### src/rtl/fetch_unit.sv
// Instruction-fetch stage: holds the PC, fetches over a req/ack handshake,
// presents the latched instruction and retires it using the control unit's decision.
module fetch_unit #(
    parameter logic [31:0] RESET_PC = 32'h0000_0000
) (
    input  logic        clk,
    input  logic        reset_n,
    output logic        imem_req,
    output logic [31:0] imem_addr,
    input  logic        imem_ack,
    input  logic [31:0] imem_rdata,
    input  logic        pc_src,
    input  logic        jump,
    input  logic        stall,
    output logic [31:0] instr,
    output logic        instr_valid,
    output logic [5:0]  op,
    output logic [5:0]  funct,
    output logic [31:0] pc,
    output logic [31:0] pc_plus4,
    output logic [31:0] retired_count
);

    typedef enum logic [1:0] {
        IDLE,
        FETCH,
        EXEC
    } state_t;

    state_t      state_q;
    logic [31:0] pc_q;
    logic [31:0] instr_q;
    logic [31:0] retired_q;
    logic        req_q;
    logic        valid_q;
    logic [31:0] pc_d;
    logic [31:0] branch_off;

    assign pc_plus4      = pc_q + 32'd4;
    assign pc            = pc_q;
    assign imem_addr     = pc_q;
    assign imem_req      = req_q;
    assign instr         = instr_q;
    assign instr_valid   = valid_q;
    assign op            = instr_q[31:26];
    assign funct         = instr_q[5:0];
    assign retired_count = retired_q;

    // Jump outranks branch; both targets wrap modulo 2^32.
    always_comb begin
        branch_off = {{14{instr_q[15]}}, instr_q[15:0], 2'b00};
        pc_d       = pc_plus4;
        if (jump) begin
            pc_d = {pc_plus4[31:28], instr_q[25:0], 2'b00};
        end else if (pc_src) begin
            pc_d = pc_plus4 + branch_off;
        end
    end

    always_ff @(posedge clk or negedge reset_n) begin
        if (!reset_n) begin
            state_q   <= IDLE;
            pc_q      <= RESET_PC;
            instr_q   <= 32'd0;
            retired_q <= 32'd0;
            req_q     <= 1'b0;
            valid_q   <= 1'b0;
        end else begin
            case (state_q)
                IDLE: begin
                    state_q <= FETCH;
                    req_q   <= 1'b1;
                end
                FETCH: begin
                    if (req_q && imem_ack) begin
                        instr_q <= imem_rdata;
                        valid_q <= 1'b1;
                        req_q   <= 1'b0;
                        state_q <= EXEC;
                    end
                end
                EXEC: begin
                    if (!stall) begin
                        pc_q      <= pc_d;
                        retired_q <= retired_q + 32'd1;
                        valid_q   <= 1'b0;
                        req_q     <= 1'b1;
                        state_q   <= FETCH;
                    end
                end
                default: begin
                    state_q <= IDLE;
                    req_q   <= 1'b0;
                    valid_q <= 1'b0;
                end
            endcase
        end
    end

endmodule

### config.mk
export PLATFORM = sky130hd
export DESIGN_NAME = fetch_unit
export DESIGN_NICKNAME = d
export VERILOG_FILES = /design/src/rtl/fetch_unit.sv
export SDC_FILE = /design/constraint.sdc
export NUM_CORES = 1
export LEC_CHECK = 0
export ABC_CLOCK_PERIOD_IN_PS = 4300
export CAP_MARGIN = 0
export CELL_PAD_IN_SITES_DETAIL_PLACEMENT = 1
export CELL_PAD_IN_SITES_GLOBAL_PLACEMENT = 1
export CORE_AREA = 2 2 146 148
export DETAILED_ROUTE_END_ITERATION = 7
export DIE_AREA = 0 0 148 150
export PLACE_DENSITY = 0.85
export SLEW_MARGIN = 10
export SYNTH_ARGS = -nofsm -noshare
export SYNTH_HDL_FRONTEND = slang
export SYNTH_SLANG_ARGS = --single-unit
### constraint.sdc
create_clock -name clk -period 4.3 [get_ports clk]
set_clock_uncertainty 0.1 [all_clocks]
set_input_delay 0.645 -clock clk [delete_from_list [all_inputs] [get_ports clk]]
set_output_delay 0.645 -clock clk [all_outputs]
set_load 0.02 [all_outputs]
# Yosys cells after proc, flatten, opt, wreduce, memory -nomap -nowiden
# Index checks and enable logic that the tools add are counted.
[op_classes]
addsub = 3
n_eq_ne = 4
n_mux = 11
bitwise_logic = 2
reduce_logical = 6
[ops]
columns = ["op", "count"]
rows = [
  ["$mux 32", 2],
  ["$add 32x1->32 const B", 1],
  ["$add 32x3->32 const B", 1],
  ["$add 32x32->32", 1],
  ["$pmux 1 s3", 2],
  ["$pmux 2 s3", 1],
  ["$reduce_and 2->1", 3],
  ["$mux 1", 4],
  ["$mux 2", 2],
  ["$ne 2x2->1 const B", 2],
  ["$reduce_and 3->1", 1],
  ["$eq 2x1->1 const B", 1],
  ["$eq 2x2->1 const B", 1],
  ["$logic_not 2->1", 1],
  ["$not 1->1", 2],
  ["$logic_and 1x1->1", 1],
]
[word_totals]
ff_bits = 100
input_bits = 38
output_inout_bits = 174
elab_cells = 32

# Depth between registers and ports, before layout
[depth]
word_depth = 4
depth_mapped = 17
ltp_nobuf = 16

# Least setup slack after synthesis
# Ideal clock, no wire load.
[synth_path]
path_kind = "register to register"
start = "register pc_q[4] (netlist: imem_addr[4])"
end = "register pc_q[28] (netlist: imem_addr[28])"
setup_ns = 0.082
t_arrival_ns = 4.051
t_required_ns = 4.118
path_slack_ns = 0.067
stages_incl_launch_ff = 18
n_path_buf = 1
period_less_slack_ns = 4.233
cell_sequence = "dfrtp_1 and4_1 and3_1 and3_1 clkbuf_1 and3_1 nand3_1 xnor2_1 ha_1 a21oi_1 o211ai_1 a21o_1 a21oi_1 o21ai_2 a311oi_1 nand3b_1 mux2_1 a31oi_1"
[synth_between]
elab_chain_len = 4
[synth_lines]
columns = ["item", "line_no", "text"]
rows = [
  ["from (decl)", "31", "logic [31:0] pc_q;"],
  ["from (signal assigned)", "84", "pc_q <= pc_d;"],
  ["$add 32x3->32", "39", "assign pc_plus4 = pc_q + 32'd4;"],
  ["net pc_plus4[15]", "20", "output logic [31:0] pc_plus4,"],
  ["$add 32x32->32", "56", "pc_d = pc_plus4 + branch_off;"],
  ["$mux 32", "55", "end else if (pc_src) begin"],
  ["$mux 32", "53", "if (jump) begin"],
]
# The timed path passes the listed nets, and every way through them passes these cells.
# A chain may end at the register's enable or synchronous reset.

# Worst setup path after layout
[layout_path]
start = "register pc_q[5] (netlist: imem_addr[5])"
end = "register pc_q[25] (netlist: imem_addr[25])"
[layout_between]
elab_chain_len = 4
[layout_lines]
columns = ["item", "line_no"]
rows = [
  ["$add 32x3->32 (*)", "39"],
  ["$add 32x32->32", "56"],
  ["$mux 32 (*)", "55"],
  ["$mux 32 (*)", "53"],
]
# Every way passes the cells marked *; elsewhere a longest branch is shown, timed or not.

==> results.md <==
- Fin crit period: 3.99 ns
- CTS Root Buffer Type: clkbuf_16
- Count of final hold-check violations: 0
- CTS tree: yes
- Post-synth ARST share: 100%
- Synthesis Warnings: 0
- Core area: 20700 µm²
- Slew Viols, Final: 0
- WP data required: 4.44 ns
- Max Cap Viol: 0
- Pwr dens: 882 nW/µm²
- Remaining DRCs: 0
- Slew HR: 31.1%
- Sequential Power Share: 21.6%
- Tcrit/Tclk final: 92.9%
- DIE HEIGHT: 150 µm
- Row count: 53
- Share of cells above drive strength 1: 9.35%
- Sequential area share after synthesis: 36.0%
- Max VDD drop: 0.472 mV
- Net count, final: 991
- Mapped Area: 6740 µm²
- First-pass GRT wire length: 36.9 mm
- IO Pins: 212
- # port buffers: 205
- Measured slew at the worst slew-check pin: 1.03 ns
- Clock buffer depth: 2
- RSZ-0062 raised after global routing: no
- Overall power: 8.09 mW
- Psw: 3.96 mW
- Drt wl/cell: 19.6 µm
- Average size of a mapped cell: 9.01 µm²
- CP Capture Type: flip-flop
- Peak Freq: 250 MHz
- Area leader, netlist: dfrtp_1
- Synth cell types: 61
- Setup violations, final: 0
- TritonRoute pass-1 iters: 4
- Leakage: 3.82 nW
- Clk pwr share: 10.0%
- Worst skew pair latency: 0.34 ns
- Number of global-route vias before repair: 6598
- Final setup TNS: 0 ns
- Ys flop type: dfrtp_1
- Startpoint types: flip-flop
- Die width: 148 µm
- Crit Path Max Fanout: 7
- Final Wtd Congestion: 0.956
- Crit path kind: flip-flop to flip-flop
- FF+latch count, synth: 97
- R2R cell count: 15
- Net Sw Frac: 49.0%
- Synth top area share: 36.0%
- R2R Setup Slk: 0.31 ns
- Die footprint: 22200 µm²
- Status: finished clean
- Routed wire length: 23.4 mm
- Cts hold-fix bufs: 0
- Via Count: 6276
- Initial cell density of the core: 32.6%
- CP Data Arrival Time: 4.14 ns
- DR vias/cell: 5.25
- Post-synth EDFFs: 0
- CTS clk-pin slew, worst paths: 0.07 ns
- N_diodes: 0
- Top cells by area, synth: dfrtp_1, xnor2_1, ha_1
- Area grow syn2layout: 36.1%
- Total GRT Usage: 21.0%
- Internal power: 4.13 mW
- 1st-iter DRT viols: 228
- Largest net degree at the start of global routing: 41
- Min-Delay Path Class: primary input to async pin
- Clock sinks: 97
- Num CTS Buffers: 9
- Logic gate share of total power: 68.4%
- DPL Wire Length: 18.3 mm
- GR Overflow Total: 0
- FILL cells: 2403
- Antenna violations before repair: 0
- Post-DRT Antenna Nets: 0
- Gate Count Post-Synth: 748
- H-tree depth: 3
[synth_stat cells (2+ instances only)]
master and instances:
dfrtp_1 97, nand2_1 81, xnor2_1 58, o21ai_0 52
buf_4 48, a21oi_1 47, nor2_1 44, ha_1 37
mux2_2 33, nand3_1 31, clkbuf_1 24, xor2_1 21
nand4_1 18, and3_1 17, a21o_1 12, inv_1 11
a211oi_1 10, and2_1 9, nor3_1 7, o21a_1 7
o211ai_1 6, a31oi_1 5, o22ai_1 5, a21boi_0 4
a311oi_1 4, and4_1 4, mux2i_1 4, nand2b_1 3
nor2b_1 3, nor4_1 3, o21bai_1 3, or3_1 3
a211o_1 2, a22oi_1 2, a41oi_1 2, buf_1 2
nand3b_1 2, nor3b_1 2, o311ai_0 2, o31a_1 2
[per-stage QoR]
step                hold slack [ns]  instance area [µm²]  cells  setup WS (ns)  utilization, %
global route                  0.141                 9180   1195         0.0269            44.4
finish                        0.135                 9180   1195          0.307            44.4
CTS                           0.135                 9150   1195          0.144            44.2
global placement              0.362                 8850   1179          0.347            42.8
detailed placement            0.369                 8850   1179          0.240            42.8
floorplan                     0.249                 6760    753         0.0670               -
[state kept, by name, summed over array words and instances (netlist names)]
signal / count
imem_addr: 30
instr: 32
instr_valid: 1
retired_count: 32
state_q: 2
[critical path, stage by stage, from the launching register on]
cell	delay (ns)
dfrtp_2	0.42
and4_1	0.28
and3_2	0.24
and3_2	0.28
nand2_1	0.09
xnor2_1	0.23
ha_1	0.34
a21oi_1	0.15
o21ai_0	0.18
nor4_2	0.28
o22ai_1	0.15
o31a_1	0.28
or2_1	0.26
o21ai_0	0.31
a211oi_1	0.09
o21ai_0	0.21
[power by group through the flow]
stage	registers, mW	clock network (mW)	logic, mW
floorplan	2.00	0	3.16
global placement	1.73	0	5.34
detailed placement	1.76	0	5.48
CTS	1.74	0.839	5.53
global route	1.81	0.879	5.99
finish	1.75	0.810	5.53
[path summary, 6_finish.rpt]
path | start | end
max | imem_addr[5]$_DFFE_PN0P_ | imem_addr[25]$_DFFE_PN0P_
min | reset_n | instr[1]$_DFFE_PN0P_
max reg2reg | imem_addr[5]$_DFFE_PN0P_ | imem_addr[25]$_DFFE_PN0P_
min reg2reg | retired_count[31]$_DFFE_PN0P_ | retired_count[31]$_DFFE_PN0P_
max in group asynchronous | reset_n | retired_count[13]$_DFFE_PN0P_
min in group clk | retired_count[31]$_DFFE_PN0P_ | retired_count[31]$_DFFE_PN0P_
[final cells by class]
| cell class | count | area (µm²) | share of cell area [%] |
|---|---|---|---|
| sequential | 97 | 2430 | 26.5 |
| clock buffer | 9 | 225 | 2.45 |
| timing repair buffer | 227 | 2210 | 24.1 |
| tap | 275 | 344 | 3.75 |
| multi-input combinational | 568 | 3840 | 41.9 |
| inverter | 12 | 45.0 | 0.491 |
| clock inverter | 7 | 72.6 | 0.791 |
[what timing repair did]
| item | CTS | global route |
|---|---|---|
| setup buffers | 0 | 0 |
| endpoints found under the setup margin | 0 | 8 |
| gates resized for setup | 0 | 10 |
[cell families after synthesis]
kind of cell / Yosys count / synth area share [%]
other: 1 / 0.0556
adder cells (fa/ha/maj): 38 / 7.17
AND/OR/NAND/NOR: 230 / 16.3
XOR/XNOR: 79 / 10.3
buffers and inverters: 88 / 7.61
AO/OA/AOI/OAI: 177 / 16.4
flip-flops: 97 / 36.0
multiplexers: 38 / 6.27
[layer usage]
layer | wire (µm) | track usage [%]
met5 | 0 | 0
met4 | 617 | 6.52
met3 | 1470 | 5.00
met2 | 11500 | 36.2
met1 | 9790 | 26.0
[cell usage in the layout, fill, tap and decap left out, types with 18 or more instances in the layout]
master	n
nor2_1	44
nand4_1	18
a21oi_1	46
xor2_1	20
buf_4	23
nand2_1	81
dfrtp_1	94
xnor2_1	58
nand3_1	31
ha_1	37
clkdlybuf4s50_1	204
mux2_2	33
o21ai_0	52
No activity file was read; power rests on OpenSTA's default activity.
